--- src/rtl/fetch_pc_stall_unit.sv ---
`default_nettype none
// +----------------------------------------------------------------------------+
// | fetch_pc_stall_unit: fetch PC sequencer with hazard stall FSM, branch      |
// | prediction/redirect steering and stall/redirect performance counters.      |
// | Revision: 1.0                                                              |
// +----------------------------------------------------------------------------+
module fetch_pc_stall_unit #(
    parameter int                  PC_WIDTH = 32,
    parameter logic [PC_WIDTH-1:0] RESET_PC = 'h4000_0000
) (
    input  logic                clk,
    input  logic                rst,
    input  logic                decode_hazard_2_cyc,
    input  logic                decode_hazard_1_cyc,
    input  logic                br_pred_taken,
    input  logic [PC_WIDTH-1:0] br_pred_target,
    input  logic                redirect_valid,
    input  logic [PC_WIDTH-1:0] redirect_pc,
    input  logic                perf_clr,
    output logic [PC_WIDTH-1:0] pc_req,
    output logic [PC_WIDTH-1:0] pc_decode,
    output logic                decode_valid,
    output logic                stall,
    output logic                bubble_execute,
    output logic [31:0]         stall_cycles,
    output logic [31:0]         redirect_count
);

    typedef enum logic [0:0] {
        ST_RUN   = 1'b0,
        ST_STALL = 1'b1
    } state_t;

    state_t              state_q, state_d;
    logic                cnt_q, cnt_d;
    logic [PC_WIDTH-1:0] pc_decode_q, pc_decode_d;
    logic                decode_valid_q, decode_valid_d;
    logic [31:0]         stall_cycles_q, stall_cycles_d;
    logic [31:0]         redirect_count_q, redirect_count_d;

    logic hz2, hz1, stall_raw;

    always_comb begin
        hz2       = decode_hazard_2_cyc & decode_valid_q;
        hz1       = decode_hazard_1_cyc & decode_valid_q;
        stall_raw = !redirect_valid &
                    (((state_q == ST_RUN) & (hz2 | hz1)) | (state_q == ST_STALL));

        stall          = stall_raw & !rst;
        bubble_execute = rst | redirect_valid | stall_raw | !decode_valid_q;

        if (rst)                                 pc_req = RESET_PC;
        else if (redirect_valid)                 pc_req = redirect_pc;
        else if (stall_raw)                      pc_req = pc_decode_q;
        else if (!decode_valid_q)                pc_req = pc_decode_q;
        else if (br_pred_taken & decode_valid_q) pc_req = br_pred_target;
        else                                     pc_req = pc_decode_q + PC_WIDTH'(4);
    end

    // Stall FSM: a 2-cycle hazard spends one cycle in RUN and one in STALL.
    always_comb begin
        state_d = state_q;
        cnt_d   = cnt_q;
        if (redirect_valid) begin
            state_d = ST_RUN;
            cnt_d   = 1'b0;
        end else if (state_q == ST_RUN) begin
            if (hz2) begin
                state_d = ST_STALL;
                cnt_d   = 1'b1;
            end
        end else if (cnt_q) begin
            state_d = ST_RUN;
            cnt_d   = 1'b0;
        end
    end

    always_comb begin
        pc_decode_d    = pc_req;
        decode_valid_d = stall_raw ? decode_valid_q : 1'b1;

        stall_cycles_d = stall_cycles_q;
        if (perf_clr)       stall_cycles_d = 32'd0;
        else if (stall_raw) stall_cycles_d = stall_cycles_q + 32'd1;

        redirect_count_d = redirect_count_q;
        if (perf_clr)            redirect_count_d = 32'd0;
        else if (redirect_valid) redirect_count_d = redirect_count_q + 32'd1;
    end

    always_ff @(posedge clk) begin
        if (rst) begin
            state_q          <= ST_RUN;
            cnt_q            <= 1'b0;
            pc_decode_q      <= RESET_PC;
            decode_valid_q   <= 1'b0;
            stall_cycles_q   <= 32'd0;
            redirect_count_q <= 32'd0;
        end else begin
            state_q          <= state_d;
            cnt_q            <= cnt_d;
            pc_decode_q      <= pc_decode_d;
            decode_valid_q   <= decode_valid_d;
            stall_cycles_q   <= stall_cycles_d;
            redirect_count_q <= redirect_count_d;
        end
    end

    assign pc_decode      = pc_decode_q;
    assign decode_valid   = decode_valid_q;
    assign stall_cycles   = stall_cycles_q;
    assign redirect_count = redirect_count_q;

endmodule
`default_nettype wire

--- config.mk ---
export PLATFORM = sky130hd
export DESIGN_NAME = fetch_pc_stall_unit
export DESIGN_NICKNAME = d
export VERILOG_FILES = /design/src/rtl/fetch_pc_stall_unit.sv
export SDC_FILE = /design/constraint.sdc
export NUM_CORES = 1
export LEC_CHECK = 0
export BUFFER_PORTS_ARGS = -buffer_cell sky130_fd_sc_hd__buf_4
export CORE_MARGIN = 5
export CORE_UTILIZATION = 52
export CTS_BUF_LIST = sky130_fd_sc_hd__clkbuf_2 sky130_fd_sc_hd__clkbuf_4 sky130_fd_sc_hd__clkbuf_8
export DETAILED_ROUTE_END_ITERATION = 8
export GPL_TIMING_DRIVEN = 0
export PLACE_DENSITY = 0.89
export SETUP_SLACK_MARGIN = 0.4
export SLEW_MARGIN = 20
export SYNTH_ARGS = -nofsm -noshare
export SYNTH_HDL_FRONTEND = slang
export SYNTH_SLANG_ARGS = --single-unit
export TNS_END_PERCENT = 100
--- constraint.sdc ---
create_clock -name clk -period 4.7 [get_ports clk]
set_input_delay 1.41 -clock clk [delete_from_list [all_inputs] [get_ports clk]]
set_output_delay 1.41 -clock clk [all_outputs]
set_load 0.005 [all_outputs]
# [Yosys cells after proc, flatten, opt, wreduce, memory -nomap -nowiden]
# Index checks and enable logic that the tools add are counted.
[word_totals] elab_cells=35 register_bits=99 out_inout_bits=131 input_bits=71
[op_classes] bitwise=12 add_sub_neg=3 mux=8 reduce_logical=6
[op_table] cell="two-way mux 32 bit" count=5
[op_table] cell="adder 32 x 1 -> 32 bit, second input constant" count=2
[op_table] cell="adder 32 x 3 -> 32 bit, second input constant" count=1
[op_table] cell="AND 1 bit" count=6
[op_table] cell="OR 1 bit" count=5
[op_table] cell="OR reduction 2 bit" count=2
[op_table] cell="logical NOT 1 bit" count=3
[op_table] cell="two-way mux 1 bit" count=3
[op_table] cell="OR reduction 3 bit" count=1
[op_table] cell="inverter 1 bit" count=1

# [Logic depth before layout (Yosys ltp)]
[logic_depth] ltp_word=8 depth_mapped=8 ltp_nobuf=6

# [Least setup slack after synthesis]
# Ideal clock, no wire load.
[synth_path] kind="in2out" from="input port decode_hazard_2_cyc" to="output port pc_req[17]" t_arrival_ns=2.812 cell_stages=5 path_buffers=0 required_ns=3.290 slack_ns=0.478 cell_sequence="or4b_4 > a21boi_2 > a31oi_1 > a311o_1 > a221oi_1"
[synth_via] elab_chain_cells=8
[synth_lines] element="from (decl)" line="13" rtl="input logic decode_hazard_2_cyc,"
[synth_lines] element="AND 1 bit" line="44" rtl="hz2 = decode_hazard_2_cyc & decode_valid_q;"
[synth_lines] element="OR 1 bit" line="47" rtl="(((state_q == ST_RUN) & (hz2 | hz1)) | (state_q == ST_STALL));"
[synth_lines] element="AND 1 bit" line="47"
[synth_lines] element="OR 1 bit" line="47"
[synth_lines] element="AND 1 bit" line="46" rtl="stall_raw = !redirect_valid &"
[synth_lines] element="two-way mux 32 bit" line="54" rtl="else if (stall_raw) pc_req = pc_decode_q;"
[synth_lines] element="two-way mux 32 bit" line="53" rtl="else if (redirect_valid) pc_req = redirect_pc;"
[synth_lines] element="two-way mux 32 bit" line="52" rtl="if (rst) pc_req = RESET_PC;"
[synth_lines] element="to (decl)" line="20" rtl="output logic [PC_WIDTH-1:0] pc_req,"
# Every way passes these cells.

# [Final worst setup path]
[layout_path] from="input port decode_hazard_2_cyc" to="output port pc_req[16]"
# Same word-level chain as after synthesis.

==> impl_metrics.json <==
{
  "status": "finished, final reports clean",
  "grtUsageMet2": 0.498,
  "cp-end-kind": "primary output",
  "grt_pass1_wl_mm": 32.0,
  "n_fill_cell": 740,
  "die-width_um": 114,
  "cts_tree": "yes",
  "timing.hold.ws_ns": 0.502,
  "finalNetCount": 1021,
  "avgSynthCellArea_sq_um": 7.93,
  "synth_cell_types": 72,
  "clkTransAtPathRegs_ns": 0.09,
  "first_global_vias": 6222,
  "grt_usage": 0.305,
  "antenna_left": 0,
  "overflow": 0,
  "gr-usage-met1": 0.380,
  "yosys.area.top_type_share": 0.350,
  "critPathBufInv": 3,
  "finClkSkew_ns": 0.0188,
  "fin_crit_ns": 4.70,
  "dpl_worst_slack_ns": -0.285,
  "synth.top_cells.by_area": "dfxtp_1 (35%), nor2_1 (5.4%), xnor2_1 (4.5%)",
  "min_path_type": "register to register",
  "io_buffer_count": 200,
  "ys_warn_count": 0,
  "cts_sinks": 99,
  "register_area_sq_mm": 0.00198,
  "rsz0062_at_grt": "true",
  "hold_viol": 0,
  "arrival_ns": 3.29,
  "grt_max_degree": 17,
  "slew_headroom": 0.449,
  "fin_ws_ns": 0.00457,
  "async_reset_ff_frac": 0,
  "ys.flop_type": "dfxtp_1",
  "multi_input_comb_area_sq_mm": 0.00376,
  "syn-num-nets": 788,
  "yosysMostFrequentCell": "dfxtp_1",
  "required_ns": 3.29,
  "clock_latency_ns": 0.39,
  "netlist_instances": 714,
  "fin_area_sq_mm": 0.00821,
  "cp_cell_sequence": "buf_12, or4b_4, clkbuf_4, or3_1, o21ai_0, a211o_1, o21ai_0, buf_4",
  "finalPower_mw": 1.85,
  "max_stage_delay_ns": 0.60,
  "finalCritPeriodShare": 0.999,
  "max_freq_mhz": 213,
  "netlist_top_cells_count": "dfxtp_1 (99), nor2_1 (82), nand2_1 (67)",
  "viasPerCell": 6.63,
  "fp-row-count": 38,
  "cts_buffer_depth": 2,
  "pin_count": 202,
  "worst_pin_slew_ns": 0.820,
  "cpLargestDelayFamily": "simple AND/OR/NAND/NOR gates",
  "finalSetupViolCount": 0,
  "dieArea_sq_mm": 0.0131,
  "synth_seq_cells": 99,
  "diodes": 0,
  "report.final.slew_viol_count": 0,
  "cp_max_fo": 10,
  "routabilityCongestion": 0.982,
  "wl_per_cell_um": 21.4,
  "drc": 0,
  "dp_hpwl_mm": 15.5,
  "clockRootBuffer": "clkbuf_8",
  "synthToLayoutAreaGrowth_pct": 44.9,
  "synth_edf_count": 0,
  "leakagePower_nw": 3.25,
  "dpl-instance-area_sq_mm": 0.00734,
  "cts_max_level": 3,
  "cts_made_buffers": 9,
  "ir_worst_vdd_v": 0.000164,
  "holdBufCountCts": 0,
  "drv_cap": 0,
  "syn_area_sq_mm": 0.00566,
  "powerDensity_mw_per_mm2": 225,
  "cp_common_cell": "o21ai_0",
  "num_vias": 7241,
  "coreArea_sq_mm": 0.0107,
  "worstSetupPathType": "input pin to primary output",
  "initial_core_util": 0.527,
  "final_core_util": 0.764,
  "drt_iter0_drc": 1122,
  "wl_mm": 23.3,
  "drt_first_pass_iters": 9,
  "slowest_stage": "or4b_4",
  "fp.dieH_um": 114,
  "top_usage_layer": "met2",
  "yosysTopAreaCell": "dfxtp_1",
  "use_met3": 0.0798,
  "seq_area_frac_synth": 0.350,
  "start_kind": "input pin",
  "drive_gt1_frac": 0.347,
  "antenna_found_initial": 0
}
==> layout by cell type, fill, tap and decap left out, drive strengths merged, types with 4 or more instances in the layout <==
cell	netlist	routed
buf	12	235
dfxtp	99	99
nor2	82	82
nand2	67	67
nand3	42	42
o21ai	41	41
a21oi	38	38
clkbuf	28	38
xnor2	29	29
nand4	25	25
nor3	22	22
inv	19	20
or3	19	19
nor4	19	19
xor2	15	15
a221oi	14	14
and4	13	13
and3	13	13
a211oi	11	11
mux2i	8	8
a311oi	8	8
a31oi	7	7
and2	7	7
o211ai	5	5
or2	5	5
a32o	5	5
a21o	4	4
o31ai	4	4
o221ai	4	4
==> worst reg2reg max path, cell delays in order, from the launching register on <==
cell      delay [ns]
dfxtp_1         0.47
ha_1            0.32
nand4_1         0.20
nor4_4          0.47
nand3_1         0.30
o31ai_1         0.48
a221oi_1        0.16
==> sequential cells by signal, indices dropped and copies added (netlist names) <==
signal / cells
pc_decode: 32
state_q: 1
redirect_count: 32
decode_valid: 1
stall_cycles: 32
cnt_q: 1
==> routing by layer <==
layer	wire [um]	part of all wire
met5	0	0
met4	1470	0.063
met3	3170	0.14
met2	10300	0.44
met1	8370	0.36
==> power by group <==
group	leakage [nW]	internal [mW]	switching [mW]
clock	0.0946	0.217	0.332
sequential	0.805	0.860	0.0392
combinational	2.35	0.193	0.207
==> logic make-up (layout without fill, tap and decap cells) <==
group                      after synthesis  count (layout)  share of synthesized area
AOI/OAI and AO/OA                      179             179                      0.220
and+or+nand+nor                        321             321                      0.297
DFF                                     99              99                      0.350
xor gates and xnor gates                44              44                     0.0680
adders and majority gates                3               3                    0.00663
muxes                                    9               9                     0.0161
buffers and inverters                   59             297                     0.0426
==> worst paths after layout <==
path	cells past startpoint	end	slack, ns	from
worst max register to register	6	pc_decode[26]	2.18	pc_decode[2]
worst min register to register	2	stall_cycles[31]	0.50	stall_cycles[31]
worst min-delay path	2	stall_cycles[31]	0.50	stall_cycles[31]
worst max-delay path	8	pc_req[16]	0.005	decode_hazard_2_cyc
==> what timing repair did <==
item | 4_1_cts | 5_1_grt
buffers inserted | 3 | 16
cloned | 0 | 3
gates resized for setup | 54 | 77
endpoints found under the setup margin | 33 | 32
pin swaps | 7 | 30
==> layout make-up <==
cell class	instances	area share
inverter	19	0.00869
sequential	99	0.241
buffer	40	0.0320
tap	140	0.0213
multi-input combinational	556	0.459
timing repair buffer	222	0.216
clock inverter	5	0.00457
clock buffer	11	0.0177
==> metrics by stage <==
stage	cells	TNS (ns)
floorplan	714	0
global placement	1054	-1.48
detailed placement	1054	-1.59
CTS	1073	0
global route	1092	0
finish	1092	0
Note: power is estimated with default switching activity, not from simulation.
